### src/rtl/div_pkg.sv
// Shared definitions for the sequential restoring divider.
package div_pkg;

  localparam int unsigned DIV_WIDTH = 32;

  // Iteration counter must hold the value DIV_WIDTH itself.
  localparam int unsigned CNT_W = $clog2(DIV_WIDTH + 1);

  // Quotient reported when the divisor is zero.
  localparam logic [DIV_WIDTH-1:0] DBZ_QUOTIENT = '1;

  typedef enum logic [2:0] {
    S_IDLE,
    S_PREP,
    S_ITER,
    S_FIX,
    S_DONE
  } div_state_t;

endpackage

### src/rtl/div_trial_sub.sv
// Combinational WIDTH+1-bit trial subtract: i_a - {0, i_b}.
// Formed as i_a + ~{0, i_b} + 1 so it maps onto the shared adder.
module div_trial_sub #(
  parameter int unsigned WIDTH = 32
) (
  input  logic [WIDTH:0]   i_a,
  input  logic [WIDTH-1:0] i_b,
  output logic [WIDTH-1:0] o_diff,
  output logic             o_borrow
);

  logic [WIDTH:0] w_sum;

  assign w_sum    = i_a + {1'b1, ~i_b} + {{WIDTH{1'b0}}, 1'b1};
  assign o_diff   = w_sum[WIDTH-1:0];
  assign o_borrow = w_sum[WIDTH];

endmodule

### src/rtl/seq_divider.sv
// Multi-cycle restoring divider for DIV/DIVU (quotient -> LO, remainder -> HI).
// One quotient bit per clock behind a start/busy/done handshake.
module seq_divider
  import div_pkg::*;
#(
  parameter int unsigned WIDTH = DIV_WIDTH
) (
  input  logic             clk,
  input  logic             rst,
  input  logic             start,
  input  logic             is_signed,
  input  logic [WIDTH-1:0] dividend,
  input  logic [WIDTH-1:0] divisor,
  output logic             busy,
  output logic             done,
  output logic [WIDTH-1:0] quotient,
  output logic [WIDTH-1:0] remainder,
  output logic             div_by_zero
);

  div_state_t r_state, w_next;

  logic [WIDTH-1:0] r_dvd;
  logic [WIDTH-1:0] r_dvs;
  logic             r_signed;
  logic [WIDTH-1:0] r_dvs_mag;
  logic [WIDTH-1:0] r_quo;
  // The top bit of the WIDTH+1 partial remainder is always zero between
  // iterations (prem < |divisor|), so only the low WIDTH bits are stored.
  logic [WIDTH-1:0] r_prem;
  logic [CNT_W-1:0] r_cnt;
  logic             r_neg_q;
  logic             r_neg_r;
  logic [WIDTH-1:0] r_quotient;
  logic [WIDTH-1:0] r_remainder;
  logic             r_dbz;

  logic [WIDTH-1:0] w_abs_dvd;
  logic [WIDTH-1:0] w_abs_dvs;
  logic [WIDTH:0]   w_prem_sh;
  logic [WIDTH-1:0] w_diff;
  logic             w_borrow;
  logic             w_dvs_zero;

  assign w_abs_dvd  = (r_signed && r_dvd[WIDTH-1]) ? -r_dvd : r_dvd;
  assign w_abs_dvs  = (r_signed && r_dvs[WIDTH-1]) ? -r_dvs : r_dvs;
  assign w_prem_sh  = {r_prem, r_quo[WIDTH-1]};
  assign w_dvs_zero = (divisor == '0);

  div_trial_sub #(.WIDTH(WIDTH)) u_trial_sub (
    .i_a      (w_prem_sh),
    .i_b      (r_dvs_mag),
    .o_diff   (w_diff),
    .o_borrow (w_borrow)
  );

  // State register.
  always_ff @(posedge clk) begin
    if (rst) r_state <= S_IDLE;
    else     r_state <= w_next;
  end

  // Next-state decode.
  always_comb begin
    w_next = r_state;
    case (r_state)
      S_IDLE: if (start) w_next = w_dvs_zero ? S_DONE : S_PREP;
      S_PREP: w_next = S_ITER;
      S_ITER: if (r_cnt == CNT_W'(1)) w_next = S_FIX;
      S_FIX:  w_next = S_DONE;
      S_DONE: w_next = S_IDLE;
      default: w_next = S_IDLE;
    endcase
  end

  // Operand capture, iteration datapath and result registers.
  always_ff @(posedge clk) begin
    if (rst) begin
      r_dvd       <= '0;
      r_dvs       <= '0;
      r_signed    <= 1'b0;
      r_dvs_mag   <= '0;
      r_quo       <= '0;
      r_prem      <= '0;
      r_cnt       <= '0;
      r_neg_q     <= 1'b0;
      r_neg_r     <= 1'b0;
      r_quotient  <= '0;
      r_remainder <= '0;
      r_dbz       <= 1'b0;
    end else begin
      case (r_state)
        S_IDLE: begin
          if (start) begin
            r_dvd    <= dividend;
            r_dvs    <= divisor;
            r_signed <= is_signed;
            if (w_dvs_zero) begin
              r_quotient  <= WIDTH'(DBZ_QUOTIENT);
              r_remainder <= dividend;
              r_dbz       <= 1'b1;
            end
          end
        end
        S_PREP: begin
          r_quo     <= w_abs_dvd;
          r_dvs_mag <= w_abs_dvs;
          r_neg_q   <= r_dvd[WIDTH-1] ^ r_dvs[WIDTH-1];
          r_neg_r   <= r_dvd[WIDTH-1];
          r_prem    <= '0;
          r_cnt     <= CNT_W'(WIDTH);
        end
        S_ITER: begin
          r_prem <= w_borrow ? w_prem_sh[WIDTH-1:0] : w_diff;
          r_quo  <= {r_quo[WIDTH-2:0], ~w_borrow};
          r_cnt  <= r_cnt - 1'b1;
        end
        S_FIX: begin
          r_quotient  <= (r_signed && r_neg_q) ? -r_quo : r_quo;
          r_remainder <= (r_signed && r_neg_r) ? -r_prem : r_prem;
          r_dbz       <= 1'b0;
        end
        default: ;
      endcase
    end
  end

  assign busy        = (r_state != S_IDLE);
  assign done        = (r_state == S_DONE);
  assign quotient    = r_quotient;
  assign remainder   = r_remainder;
  assign div_by_zero = r_dbz;

endmodule

### config.mk
export PLATFORM = sky130hd
export DESIGN_NAME = seq_divider
export DESIGN_NICKNAME = d
export VERILOG_FILES = /design/src/rtl/div_pkg.sv /design/src/rtl/div_trial_sub.sv /design/src/rtl/seq_divider.sv
export SDC_FILE = /design/constraint.sdc
export NUM_CORES = 1
export LEC_CHECK = 0
export CORE_AREA = 2 2 157 159
export CTS_CLUSTER_DIAMETER = 40
export CTS_CLUSTER_SIZE = 25
export DETAILED_ROUTE_END_ITERATION = 10
export DIE_AREA = 0 0 159 161
export GPL_ROUTABILITY_DRIVEN = 0
export PLACE_DENSITY = 0.77
export SLEW_MARGIN = 20
export SYNTH_ARGS = -nofsm -noshare
export SYNTH_HDL_FRONTEND = slang
export SYNTH_SLANG_ARGS = --single-unit
### constraint.sdc
create_clock -name clk -period 4 [get_ports clk]
set_clock_uncertainty 0.05 [all_clocks]
set_input_delay 0.8 -clock clk [delete_from_list [all_inputs] [get_ports clk]]
set_output_delay 0.8 -clock clk [all_outputs]
set_load 0.05 [all_outputs]
==> run summary <==
Hold endpoint = r_dvs_mag[30]$_SDFFE_PP0P_
Syn nets = 1799
Global Route Usage Sum = 28.46%
Count of maximum capacitance violations = 0
Synthesis-to-finish area growth = 21.39%
Status = complete, no violations
Num CTS Buffers = 35
Critical path startpoint category = flop
Reg2reg path depth = 13
Die Width = 159 um
Hold Violations, Final = 0
Unique masters post-synth = 64
Clock buffer depth = 3
Initial Util = 54.37%
Post-layout min period = 3666 ps
Util after Layout = 66.00%
Avg Cell Area, Syn = 7.700 um^2
Worst slew margin = 42.44%
Slew @ Worst Pin = 863.4 ps
CTS Sinks = 237
Worst skew pair latency = 520 ps
Setup TNS = 0 ps
Largest net degree at the start of global routing = 157
Area contributors post-synth = dfxtp_1, nand2_1, a21oi_1, xnor2_1, nor2_1
# diodes = 0
H-tree lvl count = 2
DR pass1 iterations = 5
Share of Yosys cell area claimed by the top area cell type = 36.42%
Post-synth EDFFs = 0
Clk slew on worst S/H paths = 50 ps
Via/cell ratio = 5.925
Root Driver = clkbuf_16
Crit path largest cell delay = 420 ps
Ports = 135
Core Region = 23960 um^2
DRT antenna net count = 0
Placed cell areas = 14600 um^2
DP HPWL = 27210 um
Worst hold-check path type = reg -> reg
Place WS = 319.6 ps
Worst hold stages = 2
DIE HEIGHT = 161 um
Vias in the first global route = 11.50k
Max frequency = 0.2728 GHz
Row count = 57
First-pass GRT wire length = 59600 um
Final Cycle Share = 91.66%
Overflow after GRT = 0
Post-synthesis cell count = 1692
CP Cell Sequence = inv_1 -> ha_1 -> fa_1 -> nor2b_1 -> o2111ai_1 -> a311oi_1 -> a2111oi_2 -> o21ai_1 -> a31oi_1 -> xnor2_4 -> buf_12 -> mux2i_1 -> o21ai_0
Leakage Power = 5.746 nW
Crit Path Max Fanout = 28
VDD IR max = 1005 uV
Final setup fails = 0
Crit path DAT = 3970 ps
Ys flop type = dfxtp_1
RR Startpoint = r_quo[31]$_SDFFE_PP0P_
Synth warn = 0
Non-filler instance count after layout = 2124
Vias = 12.59k
Kind of critical path = reg -> reg
RSZ-0062 raised after global routing = false
Die area = 25600 um^2
CTS tree = built
Sequential element share of the synthesized area = 36.42%
Hold path start = r_dvs_mag[30]$_SDFFE_PP0P_
Reg2reg end = r_prem[4]$_SDFFE_PP0P_
Commonest cells in the netlist = nand2_1, dfxtp_1, a21oi_1
Max-slew violations = 0
PwrDens = 1043 nW/um^2
Critical path endpoint category = flop
Drt wl/cell = 17.75 um
Placed Cells = 2061
Share of post-route cells with drive strength above 1 = 5.833%
# port buffers = 134
Cell area after synthesis = 13030 um^2
Synth area leader = dfxtp_1
Remaining DRCs = 0
Final nets = 1881
Slowest cell on crit path = xnor2_4
Ys async rst share = 0%
Detailed Route Iter0 Violations = 1211
Register-to-register setup slack = 330 ps
Hold buffers post-CTS = 0
Initial antenna violation count = 0
Synth Register Bits = 237
Final instance area = 15820 um^2
Most frequent cell after synthesis = nand2_1
CP required = 4300 ps
Slack of the critical path = 333.8 ps
Total Wirelength = 37700 um
cell type report:
cell class	instances	area, um^2
fill	2123	8148
multi-input combinational	1279	7679
inverter	66	247.7
clock inverter	25	292.8
timing repair buffer	155	1538
clock buffer	38	908.4
sequential	237	4745
tap	324	405.4
layer usage:
metal | vias up | global-route usage (%) | share of wire, %
li1 | 6131 | - | -
met1 | 5853 | 36.88 | 42
met2 | 515 | 47.19 | 46
met3 | 86 | 5.239 | 8.0
met4 | 0 | 11.32 | 3.7
met5 | - | 0 | 0
per-stage QoR:
step	hold slack, ps	total power, mW
after floorplan	381.9	10.71
after global placement	390.0	12.94
after detailed placement	398.5	13.13
after CTS	404.4	16.31
after global routing	425.7	17.49
final	401.8	16.50
cells by family after synthesis:
family / count (synthesis) / synth area share (%)
DFF: 237 / 36.42
buffers and inverters: 176 / 5.138
adders and majority gates: 39 / 3.803
and+or+nand+nor: 574 / 19.16
AOI/OAI and AO/OA: 498 / 23.94
muxes: 26 / 1.998
xor gates and xnor gates: 142 / 9.546
worst max-delay path by stage:
stage                                 startpoint                      end  cells past startpoint
final                     r_quo[31]$_SDFFE_PP0P_   r_prem[4]$_SDFFE_PP0P_                     13
after CTS                 r_quo[31]$_SDFFE_PP0P_   r_prem[4]$_SDFFE_PP0P_                     13
after global placement    r_quo[31]$_SDFFE_PP0P_  r_prem[13]$_SDFFE_PP0P_                     13
after global routing      r_quo[31]$_SDFFE_PP0P_  r_prem[18]$_SDFFE_PP0P_                     13
after detailed placement  r_quo[31]$_SDFFE_PP0P_  r_prem[12]$_SDFFE_PP0P_                     13
after floorplan           r_quo[31]$_SDFFE_PP0P_  r_prem[23]$_SDFFE_PP0P_                     14
placed cells by master, fill, tap and decap left out, types with 9 or more instances in the layout:
cell             Yosys  layout
nor2_1             163     160
dfxtp_1            237     237
buf_4                1      18
mux2i_1             26      26
inv_1               66      66
nor4_1              23      23
a21oi_1            201     200
nand3_1             18      18
o41ai_1             10      10
a211oi_1            63      63
o21ai_0             69      69
or4_1                9       9
xor2_1              63      63
a221oi_1            12      12
clkbuf_16            0      36
nor3_1              26      25
a22oi_1             44      44
nand2_1            277     276
clkdlybuf4s50_1      0     133
o31ai_1             18      18
inv_6                0      11
xnor2_1             79      78
nand2b_1            10      10
a31oi_1             12      12
ha_1                38      38
power by group:
part | total, mW | switching, mW | internal [mW]
sequential | 3.69 | 0.669 | 3.02
clock | 3.12 | 1.22 | 1.90
combinational | 9.69 | 5.90 | 3.78
state kept, by name (all words and copies together) (netlist names):
register     flops
r_neg_q          1
r_dvd           32
quotient        32
r_neg_r          1
r_dvs           32
r_dvs_mag       32
r_signed         1
r_quo           32
r_cnt            6
r_prem          32
remainder       32
div_by_zero      1
r_state          3
repair_timing:
item	in CTS	in global routing
setup buffers	0	0
endpoints found under the hold margin	0	0
setup endpoints to repair	0	20
resized for setup	0	1
worst max-delay path, delay by kind of cell (launching register included):
| family | cells | cell delay [ps] |
|---|---|---|
| buffers and inverters | 2 | 350 |
| adder cells (fa/ha/maj) | 2 | 620 |
| multiplexers | 1 | 230 |
| AO/OA/AOI/OAI | 6 | 1290 |
| AND/OR/NAND/NOR | 1 | 170 |
| flip-flops | 1 | 340 |
| XOR/XNOR | 1 | 420 |
Note: power is estimated with default switching activity, not from simulation.
